## src/rtl/bp_nonsynth_commit_filter.sv

```systemverilog
// Debug-filtered commit strobe, commit counter and stall detector for the perf/finish monitor.
// Optional BP_NONSYNTH_COMMIT_WATCHDOG_EN: report the stall with the last forwarded PC and end sim.
module bp_nonsynth_commit_filter #(
   parameter int          vaddr_width_p = 39,
   parameter int          num_core_p    = 1,
   parameter int          stall_limit_p = 2**16,
   parameter logic [31:0] dret_instr_p  = 32'h7b200073,
   localparam int hart_w_lp  = (num_core_p == 1) ? 1 : $clog2(num_core_p),
   localparam int stall_w_lp = (stall_limit_p + 1 == 1) ? 1 : $clog2(stall_limit_p + 1)
)(
   input  logic                     clk_i,
   input  logic                     reset_i,
   input  logic [hart_w_lp-1:0]     mhartid_i,
   input  logic                     commit_v_i,
   input  logic [vaddr_width_p-1:0] commit_pc_i,
   input  logic [31:0]              commit_instr_i,
   input  logic                     debug_enter_i,
   output logic                     commit_v_o,
   output logic                     is_debug_mode_o,
   output logic [63:0]              commit_cnt_o,
   output logic                     stall_o
);

   localparam logic [stall_w_lp-1:0] LIMIT = stall_w_lp'(stall_limit_p);

   typedef enum logic [1:0] {
      E_RUN,
      E_DEBUG,
      E_EXIT
   } state_e;

   state_e                r_state;
   state_e                w_state_nxt;
   logic                  r_commit_v;
   logic                  r_dbg;
   logic [63:0]           r_cnt;
   logic [stall_w_lp-1:0] r_scnt;
   logic [stall_w_lp-1:0] w_scnt_nxt;
   logic                  r_stall;
   logic                  w_is_dret;
   logic                  w_fwd;

   assign w_is_dret = (commit_instr_i == dret_instr_p);
   // A commit alongside the trap retired first, so RUN state alone decides
   assign w_fwd     = commit_v_i & (r_state == E_RUN);

   always_comb begin
      w_state_nxt = r_state;
      unique case (r_state)
         E_RUN:   if (debug_enter_i) w_state_nxt = E_DEBUG;
         E_DEBUG: if (commit_v_i & w_is_dret) w_state_nxt = E_EXIT;
         E_EXIT:  w_state_nxt = E_RUN;
         default: w_state_nxt = E_RUN;
      endcase
   end

   always_comb begin
      w_scnt_nxt = r_scnt;
      if (commit_v_i)
         w_scnt_nxt = '0;
      else if ((r_state == E_RUN) && (r_scnt != LIMIT))
         w_scnt_nxt = r_scnt + 1'b1;
   end

   always_ff @(posedge clk_i or posedge reset_i) begin
      if (reset_i) begin
         r_state    <= E_RUN;
         r_commit_v <= 1'b0;
         r_dbg      <= 1'b0;
         r_cnt      <= '0;
         r_scnt     <= '0;
         r_stall    <= 1'b0;
      end else begin
         r_state    <= w_state_nxt;
         r_commit_v <= w_fwd;
         r_dbg      <= (w_state_nxt != E_RUN);
         if (w_fwd)
            r_cnt <= r_cnt + 64'd1;
         r_scnt     <= w_scnt_nxt;
         r_stall    <= (w_scnt_nxt == LIMIT);
      end
   end

   assign commit_v_o      = r_commit_v;
   assign is_debug_mode_o = r_dbg;
   assign commit_cnt_o    = r_cnt;
   assign stall_o         = r_stall;

`ifdef BP_NONSYNTH_COMMIT_WATCHDOG_EN
   logic [vaddr_width_p-1:0] r_last_pc;
   logic                     w_stall_rise;

   assign w_stall_rise = (w_scnt_nxt == LIMIT) & ~r_stall;

   always_ff @(posedge clk_i or posedge reset_i) begin
      if (reset_i)
         r_last_pc <= '0;
      else if (w_fwd)
         r_last_pc <= commit_pc_i;
   end

   always @(posedge clk_i) begin
      if (!reset_i && w_stall_rise) begin
         $display("[BSG-FAIL]: core %x stalled %d cycles, last pc %x",
                  mhartid_i, stall_limit_p, r_last_pc);
         $finish;
      end
   end
`else
   logic w_unused;
   assign w_unused = ^{mhartid_i, commit_pc_i};
`endif

endmodule
```

## config.mk

```make
export PLATFORM = sky130hd
export DESIGN_NAME = bp_nonsynth_commit_filter
export DESIGN_NICKNAME = d
export VERILOG_FILES = /design/src/rtl/bp_nonsynth_commit_filter.sv
export SDC_FILE = /design/constraint.sdc
export NUM_CORES = 1
export LEC_CHECK = 0
export ABC_AREA = 1
export ABC_CLOCK_PERIOD_IN_PS = 3800
export CAP_MARGIN = 20
export CORE_ASPECT_RATIO = 2
export CORE_UTILIZATION = 25
export CTS_CLUSTER_DIAMETER = 40
export DETAILED_ROUTE_END_ITERATION = 7
export REMOVE_ABC_BUFFERS = 1
export SYNTH_ARGS = -nofsm -noshare
export SYNTH_HDL_FRONTEND = slang
export SYNTH_SLANG_ARGS = --single-unit
```

## constraint.sdc

```tcl
create_clock -name clk_i -period 3.8 [get_ports clk_i]
set_clock_uncertainty 0.2 [all_clocks]
set_input_delay 0.76 -clock clk_i [delete_from_list [all_inputs] [get_ports clk_i]]
set_output_delay 0.76 -clock clk_i [all_outputs]
set_load 0.005 [all_outputs]
```

Word level (Yosys, flattened, before mapping)

Cells that the tools add are included.

Register bits after elaboration: 86
Output and inout bits: 67

$add $sub $neg: 2
Eq/ne operators: 4
Multiplexer cells: 5
Bitwise logic cells: 2
Reductions and logical operators: 3

Operators by type and width:

| kind                    | number |
|---|---|
| $add A64 B1 Y64 const B | 1 |
| $mux W17                | 2 |
| $eq A32 B31 Y1 const B  | 1 |
| $add A17 B1 Y17 const B | 1 |
| $eq A17 B17 Y1 const B  | 1 |
| $ne A17 B17 Y1 const B  | 1 |
| $mux W2                 | 2 |
| $pmux W2 S2             | 1 |
| $and A1 B1 Y1           | 2 |
| $eq A2 B1 Y1 const B    | 1 |
| $logic_not A2 Y1        | 1 |
| $reduce_bool A2 Y1      | 1 |
| $logic_and A1 B1 Y1     | 1 |

Logic depth before layout (Yosys ltp)

Gate-level depths: netlist of run 1.

Depth in word-level cells: 5
Gate-level depth with buffers: 14
Depth with buffers taken out: 14

Worst setup path before layout of run 1

OpenSTA, ideal clock, no wires.

Path type: input to register
Start point: input port commit_v_i
End point: register r_cnt[50], in the netlist commit_cnt_o[50]
Arrival: 1618 ps
Required time: 3477 ps
Path slack: 1860 ps
Cell stages on the path: 8
Buffers on the path: 0
Path through: nand2_4 > nor2_8 > inv_4 > nor2_4 > nand2_4 > nor3_4 > nand2_1 > xor2_1

Word-level cells in the longest chain between the ends: 1

Ends and longest elaborated chain:

| item                 | RTL line | source |
|---|---|---|
| start, declared      | 14       | `input logic commit_v_i,` |
| $and A1 B1 Y1        | 45       | `assign w_fwd = commit_v_i & (r_state == E_RUN);` |
| end signal, assigned | 78       | `r_cnt <= r_cnt + 64'd1;` |
| end, declared        | 36       | `logic [63:0] r_cnt;` |

Every way passes these cells.
A chain may end at the register's enable or synchronous reset.

Worst setup path after layout of run 1

Start point: input port commit_v_i
End point: register r_cnt[60], in the netlist commit_cnt_o[60]

Same word-level chain as after synthesis.

==> impl_metrics.py, run 1 <==
metrics = {
    "drt": {
        "viasPerCell": 4.48,
        "drt_wl_total_um": 16200,
        "via_count": 4752,
        "drc": 0,
        "drtAntennaViolNets": 0,
        "first_pass_iters": 5,
        "wl_per_cell_um": 15.3,
        "drt_iter0_markers": 198,
    },
    "placed_design": {
        "dp_hpwl_um": 13400,
        "gp_congestion": 0.900,
        "place_ws_ns": 0.730,
        "dpl-instance-area_mm2": 0.00652,
        "port-buffer-count": 102,
    },
    "pwr": {
        "vdd_drop_max_mv": 0.191,
        "leakage_nw": 3.08,
        "p_total_w": 0.00218,
        "powerDensity_mw_per_mm2": 319,
    },
    "worst_setup_path": {
        "reg2reg_slack_ns": 1.42,
        "startpoint": "commit_v_i",
        "path_delay_family": "simple AND/OR/NAND/NOR gates",
        "crit_buf_inv": 2,
        "cp.required_ns": 3.83,
        "crit_top_cell": "nand2_4",
        "cp.arrival_ns": 2.75,
        "path_cells": "clkdlybuf4s50_1 > nand2_4 > nor2_8 > inv_4 > nor2_4 > nand2_4 > nor3_4 > nand2_1 > xor2_1",
        "slowest_delay_ns": 0.64,
        "startpoint_type": "input port",
        "cp_max_fo": 12,
        "r2r_start": "r_state[1]$_DFF_PP0_",
        "criticalPathCategory": "input port to flop",
        "r2r-end": "commit_cnt_o[60]$_DFFE_PP0P_",
        "worst_setup_path_end_kind": "flop",
        "r2r_cells": 9,
        "crit_slowest_cell": "clkdlybuf4s50_1",
    },
    "worst_hold_path": {
        "hp-class": "flop to flop",
        "holdPathEnd": "commit_cnt_o[63]$_DFFE_PP0P_",
        "holdCritStartpoint": "commit_cnt_o[63]$_DFFE_PP0P_",
        "hold_depth": 1,
    },
    "cells_and_area": {
        "fin_nets": 869,
        "fin_util_pct": 33.7,
        "seq_area_mm2": 0.00215,
        "fin_area_mm2": 0.00683,
        "multi_input_area_mm2": 0.00259,
        "nFillCells": 2153,
        "area_growth_pct": 32.5,
        "drive_above_1_share_pct": 7.55,
        "antenna_cells": 0,
    },
    "cts": {
        "numCtsBuffers": 9,
        "h-tree-depth": 3,
        "insertion_delay_ns": 0.35,
        "cts_tree": "yes",
        "cts-root-buf": "clkbuf_16",
        "holdBufCountCts": 0,
        "cts_resized": 0,
        "clkTransAtPathRegs_ns": 0.06,
        "post_cts_buffers": 0,
        "clock_sinks": 86,
        "clk_path_buf_depth": 2,
    },
    "sta": {
        "fin_crit_sh_pct": 71.5,
        "setup_violations": 0,
        "hold_viol": 0,
        "timing.final.ws_setup_ns": 1.08,
        "rsz0062_at_grt": "false",
        "slew_headroom_pct": 53.6,
        "period_minus_slack_ns": 2.72,
        "slew_violations": 0,
        "tightest_slew_ns": 0.691,
        "fin_tns_setup_ns": 0,
        "max_freq_mhz": 368,
    },
    "synthesis": {
        "yosysSeqAreaShare_pct": 41.7,
        "synth_area_leaders": "dfrtp_1 42%, nand2_1 11%, inv_1 7.3%",
        "yosysWarnings": 0,
        "yosys.area.top_type": "dfrtp_1",
        "synthCells": 679,
        "netlist_area_mm2": 0.00516,
        "synth_top_area_share_pct": 41.7,
        "ys_ff_latch": 86,
        "synth_cell_type_count": 31,
        "avgSynthCellArea_um2": 7.60,
    },
    "floorplan": {
        "die-area_mm2": 0.0212,
        "num_rows": 74,
        "die_h_um": 205,
        "core_mm2": 0.0203,
        "start_util_pct": 25.4,
        "fp.dieW_um": 104,
        "ioPinCount": 143,
    },
    "run": {
        "cap_violations": 0,
    },
    "outcome": {
        "status": "completed",
    },
    "global_route": {
        "grt_max_degree": 56,
        "overflow": 0,
        "grt_pass1_vias": 4955,
        "grt_use_total_pct": 15.9,
        "grt_antenna_before_repair": 0,
        "grt_pass1_wl_um": 25500,
    },
}
==> worst register-to-register path: stages (launching register included) <==
cell and delay [ns]:
dfrtp_1 0.43, nor2_4 0.27, nand2_4 0.22, nor2_8 0.19, inv_4 0.05, nor2_4 0.18, nand2_4 0.09, nor3_4 0.34
nand2_1 0.12, xor2_1 0.16
==> worst max path at each step <==
stage,end,slack [ns],depth (start not counted)
after global placement,commit_cnt_o[60]$_DFFE_PP0P_,0.74,9
after CTS,commit_cnt_o[50]$_DFFE_PP0P_,1.09,9
final,commit_cnt_o[60]$_DFFE_PP0P_,1.08,9
after global routing,commit_cnt_o[53]$_DFFE_PP0P_,1.00,7
after floorplan,commit_cnt_o[0]$_DFFE_PP0P_,0.62,1
after detailed placement,commit_cnt_o[50]$_DFFE_PP0P_,0.73,9
==> power breakdown <==
part           internal, W  switching [W]  total, W
combinational     0.000122       0.000108  0.000230
sequential        0.000950      0.0000527   0.00100
clock             0.000553       0.000391  0.000944
==> cell usage after synthesis <==
library cell	instances
nand3_2	2
clkbuf_1	2
inv_4	1
nand2_1	151
clkinv_1	1
nand3_1	57
nor4_1	8
nand4_1	29
a21oi_1	1
inv_1	100
nor3_2	6
xnor2_1	22
o21bai_1	1
nor3_4	3
nand2_4	4
nor3_1	26
dfrtp_1	86
ha_1	3
nand2_2	4
nand3b_1	2
and3_1	1
xor2_1	35
nor2_2	6
nor2_8	1
o21ai_0	12
nor2_1	99
nand4_2	1
buf_6	1
inv_2	4
or2_2	2
nor2_4	8
==> cell usage in the layout, fill, tap and decap left out, drive strengths merged <==
| cell type | n |
|---|---|
| dfrtp | 86 |
| o21bai | 1 |
| nand4 | 30 |
| nand3 | 59 |
| and3 | 1 |
| clkdlybuf4s50 | 102 |
| clkinvlp | 1 |
| nor3 | 35 |
| nand3b | 2 |
| nor4 | 8 |
| clkinv | 4 |
| or2 | 2 |
| clkbuf | 11 |
| xor2 | 35 |
| nor2 | 114 |
| ha | 3 |
| inv | 105 |
| nand2 | 159 |
| buf | 1 |
| o21ai | 12 |
| bufinv | 1 |
| xnor2 | 22 |
| a21oi | 1 |
==> cells by family after synthesis <==
group / count (synthesis) / share of synthesized area (%)
buffers and inverters: 109 / 8.13
DFF: 86 / 41.7
and+or+nand+nor: 410 / 38.3
AOI/OAI and AO/OA: 14 / 1.41
adders and majority gates: 3 / 0.728
xor gates and xnor gates: 57 / 9.68
==> through the flow <==
step,hold slack [ns],std cells
global route,0.292,1061
global placement,0.264,1045
finish,0.271,1061
CTS,0.273,1061
floorplan,0.268,676
detailed placement,0.265,1045
==> registers in the layout, summed over array words and instances (netlist names) <==
signal / flops
stall_o: 1
r_scnt: 17
commit_v_o: 1
r_state: 2
commit_cnt_o: 64
is_debug_mode_o: 1
==> per-layer routing <==
metal  vias to the layer above  global-route usage [%]  share of wire (%)
li1                       2384                       -                  -
met1                      2205                    14.0                 33
met2                       118                    32.2                 58
met3                        45                    2.42                2.7
met4                         0                    11.2                6.0
met5                         -                       0                  0
==> area by class of cell <==
cell class / count / area share, %
multi-input cells: 484 / 37.9
flip-flops and latches: 86 / 31.5
repair buffers: 103 / 15.2
inverters: 106 / 5.88
well taps: 266 / 4.87
clock buffers: 11 / 3.70
clock inverters: 5 / 0.970
(Power assumes the default switching activity.)
==> run 2, diff against run 1 <==
- ABC_CLOCK_PERIOD_IN_PS: 3800 -> 2400
- clock period: 3.8 -> 2.4 ns (I/O delays scaled with it)
==> impl_metrics.py, run 2 (synthesized netlist as in run 1, its figures left out) <==
metrics = {
    "outcome": {
        "status": "completed",
    },
    "placed_design": {
        "dpl-instance-area_mm2": 0.00678,
        "port-buffer-count": 102,
        "dp_hpwl_um": 13700,
        "gp_congestion": 0.926,
    },
    "sta": {
        "fin_crit_sh_pct": 91.4,
        "rsz0062_at_grt": "false",
        "hold_ws_ns": 0.280,
        "slew_violations": 0,
        "period_minus_slack_ns": 2.19,
        "max_freq_mhz": 456,
        "hold_viol": 0,
        "tightest_slew_ns": 0.435,
        "slew_headroom_pct": 70.8,
        "setup_violations": 0,
    },
    "cells_and_area": {
        "drive_above_1_share_pct": 11.0,
        "fin_nets": 901,
        "multi_input_area_mm2": 0.00259,
        "mostFrequentLayoutCell": "nand2_1",
        "antenna_cells": 0,
        "area_growth_pct": 37.7,
        "fin_area_mm2": 0.00710,
        "seq_area_mm2": 0.00215,
        "nFillCells": 2128,
        "final_cell_mix": "151 x nand2_1, 102 x clkdlybuf4s50_1, 99 x inv_1, 99 x nor2_1, 86 x dfrtp_1",
        "largest_register_ffs": 64,
    },
    "worst_hold_path": {
        "hp-class": "flop to flop",
    },
    "worst_setup_path": {
        "startpoint_type": "flop",
        "cp.required_ns": 2.46,
        "criticalPathCategory": "flop to flop",
        "worst_setup_path_end_kind": "flop",
        "cp.arrival_ns": 2.26,
        "slowest_delay_ns": 0.41,
        "path_delay_family": "simple AND/OR/NAND/NOR gates",
        "path_cells": "ha_1 > nand3_2 > nor2_8 > inv_4 > nor2_4 > nand2_4 > buf_4 > nor2_1 > buf_4 > xor2_1",
        "crit_top_cell": "buf_4",
        "crit_buf_inv": 3,
        "cp_max_fo": 4,
        "crit_slowest_cell": "dfrtp_1",
    },
    "cts": {
        "insertion_delay_ns": 0.35,
        "h-tree-depth": 3,
        "clock_sinks": 86,
        "clkTransAtPathRegs_ns": 0.06,
        "cts-root-buf": "clkbuf_16",
        "holdBufCountCts": 0,
        "clk_path_buf_depth": 2,
        "post_cts_buffers": 0,
        "cts_tree": "yes",
        "numCtsBuffers": 9,
        "cts_resized": 0,
    },
    "floorplan": {
        "fp.dieW_um": 104,
        "ioPinCount": 143,
        "start_util_pct": 25.4,
        "core_mm2": 0.0203,
        "num_rows": 74,
        "die_h_um": 205,
        "die-area_mm2": 0.0212,
    },
    "pwr": {
        "powerDensity_mw_per_mm2": 497,
        "leakage_nw": 3.25,
        "vdd_drop_max_mv": 0.235,
    },
    "drt": {
        "drc": 0,
        "via_count": 4950,
        "first_pass_iters": 4,
        "drt_wl_total_um": 16800,
        "viasPerCell": 4.53,
        "wl_per_cell_um": 15.4,
        "drt_iter0_markers": 196,
        "drtAntennaViolNets": 0,
    },
    "global_route": {
        "grt_pass1_vias": 5097,
        "overflow": 0,
        "grt_use_total_pct": 16.7,
        "grt_pass1_wl_um": 26500,
        "grt_antenna_before_repair": 0,
        "grt_max_degree": 61,
    },
    "run": {
        "cap_violations": 0,
    },
}
run 2: layer usage:
metal | track usage (%) | vias to the layer above | part of all wire [%]
li1 | - | 2436 | -
met1 | 14.7 | 2337 | 33
met2 | 34.3 | 126 | 59
met3 | 2.45 | 51 | 2.8
met4 | 10.4 | 0 | 5.2
met5 | 0 | - | 0
run 2: power breakdown:
group / switching, W / leakage, nW / internal, W / total, W
Clock: 0.000602 / 0.156 / 0.000943 / 0.00155
Sequential: 0.0000721 / 1.10 / 0.00150 / 0.00158
Combinational: 0.000188 / 1.99 / 0.000219 / 0.000407
run 2: final timing paths:
kind                                                   start                            to  slack, ns  depth (start not counted)
worst max-delay path             commit_cnt_o[0]$_DFFE_PP0P_  commit_cnt_o[28]$_DFFE_PP0P_       0.21                         10
worst min-delay path            commit_cnt_o[63]$_DFFE_PP0P_  commit_cnt_o[63]$_DFFE_PP0P_       0.28                          1
worst max register to register   commit_cnt_o[0]$_DFFE_PP0P_  commit_cnt_o[28]$_DFFE_PP0P_       0.21                         10
worst min register to register  commit_cnt_o[63]$_DFFE_PP0P_  commit_cnt_o[63]$_DFFE_PP0P_       0.28                          1
max in group asynchronous                            reset_i  commit_cnt_o[16]$_DFFE_PP0P_       1.37                          3
min in group asynchronous                            reset_i  commit_cnt_o[50]$_DFFE_PP0P_       0.33                          3
run 2: per-stage QoR:
stage                     power, W  setup TNS [ns]  util [%]  cells  worst slack [ns]
final                      0.00353               0      35.0   1093             0.205
after global routing       0.00368               0      35.0   1093            0.0194
after detailed placement   0.00202          -0.468      33.4   1077           -0.0778
after CTS                  0.00358               0      35.0   1093             0.182
after floorplan            0.00175          -43.16         -    676            -0.502
after global placement     0.00201          -0.322      33.4   1077           -0.0747
run 2: final cells by class:
| type | instances | share of cell area [%] |
|---|---|---|
| sequential | 86 | 30.3 |
| clock buffer | 11 | 3.42 |
| tap | 266 | 4.68 |
| multi-input combinational | 484 | 36.4 |
| inverter | 106 | 5.65 |
| clock inverter | 5 | 1.14 |
| timing repair buffer | 135 | 18.4 |
==> run 3, diff against run 2 <==
- SLEW_MARGIN: not set -> 0
==> results of run 3 <==
Final layout, timing and power as in run 2 (identical DEF).
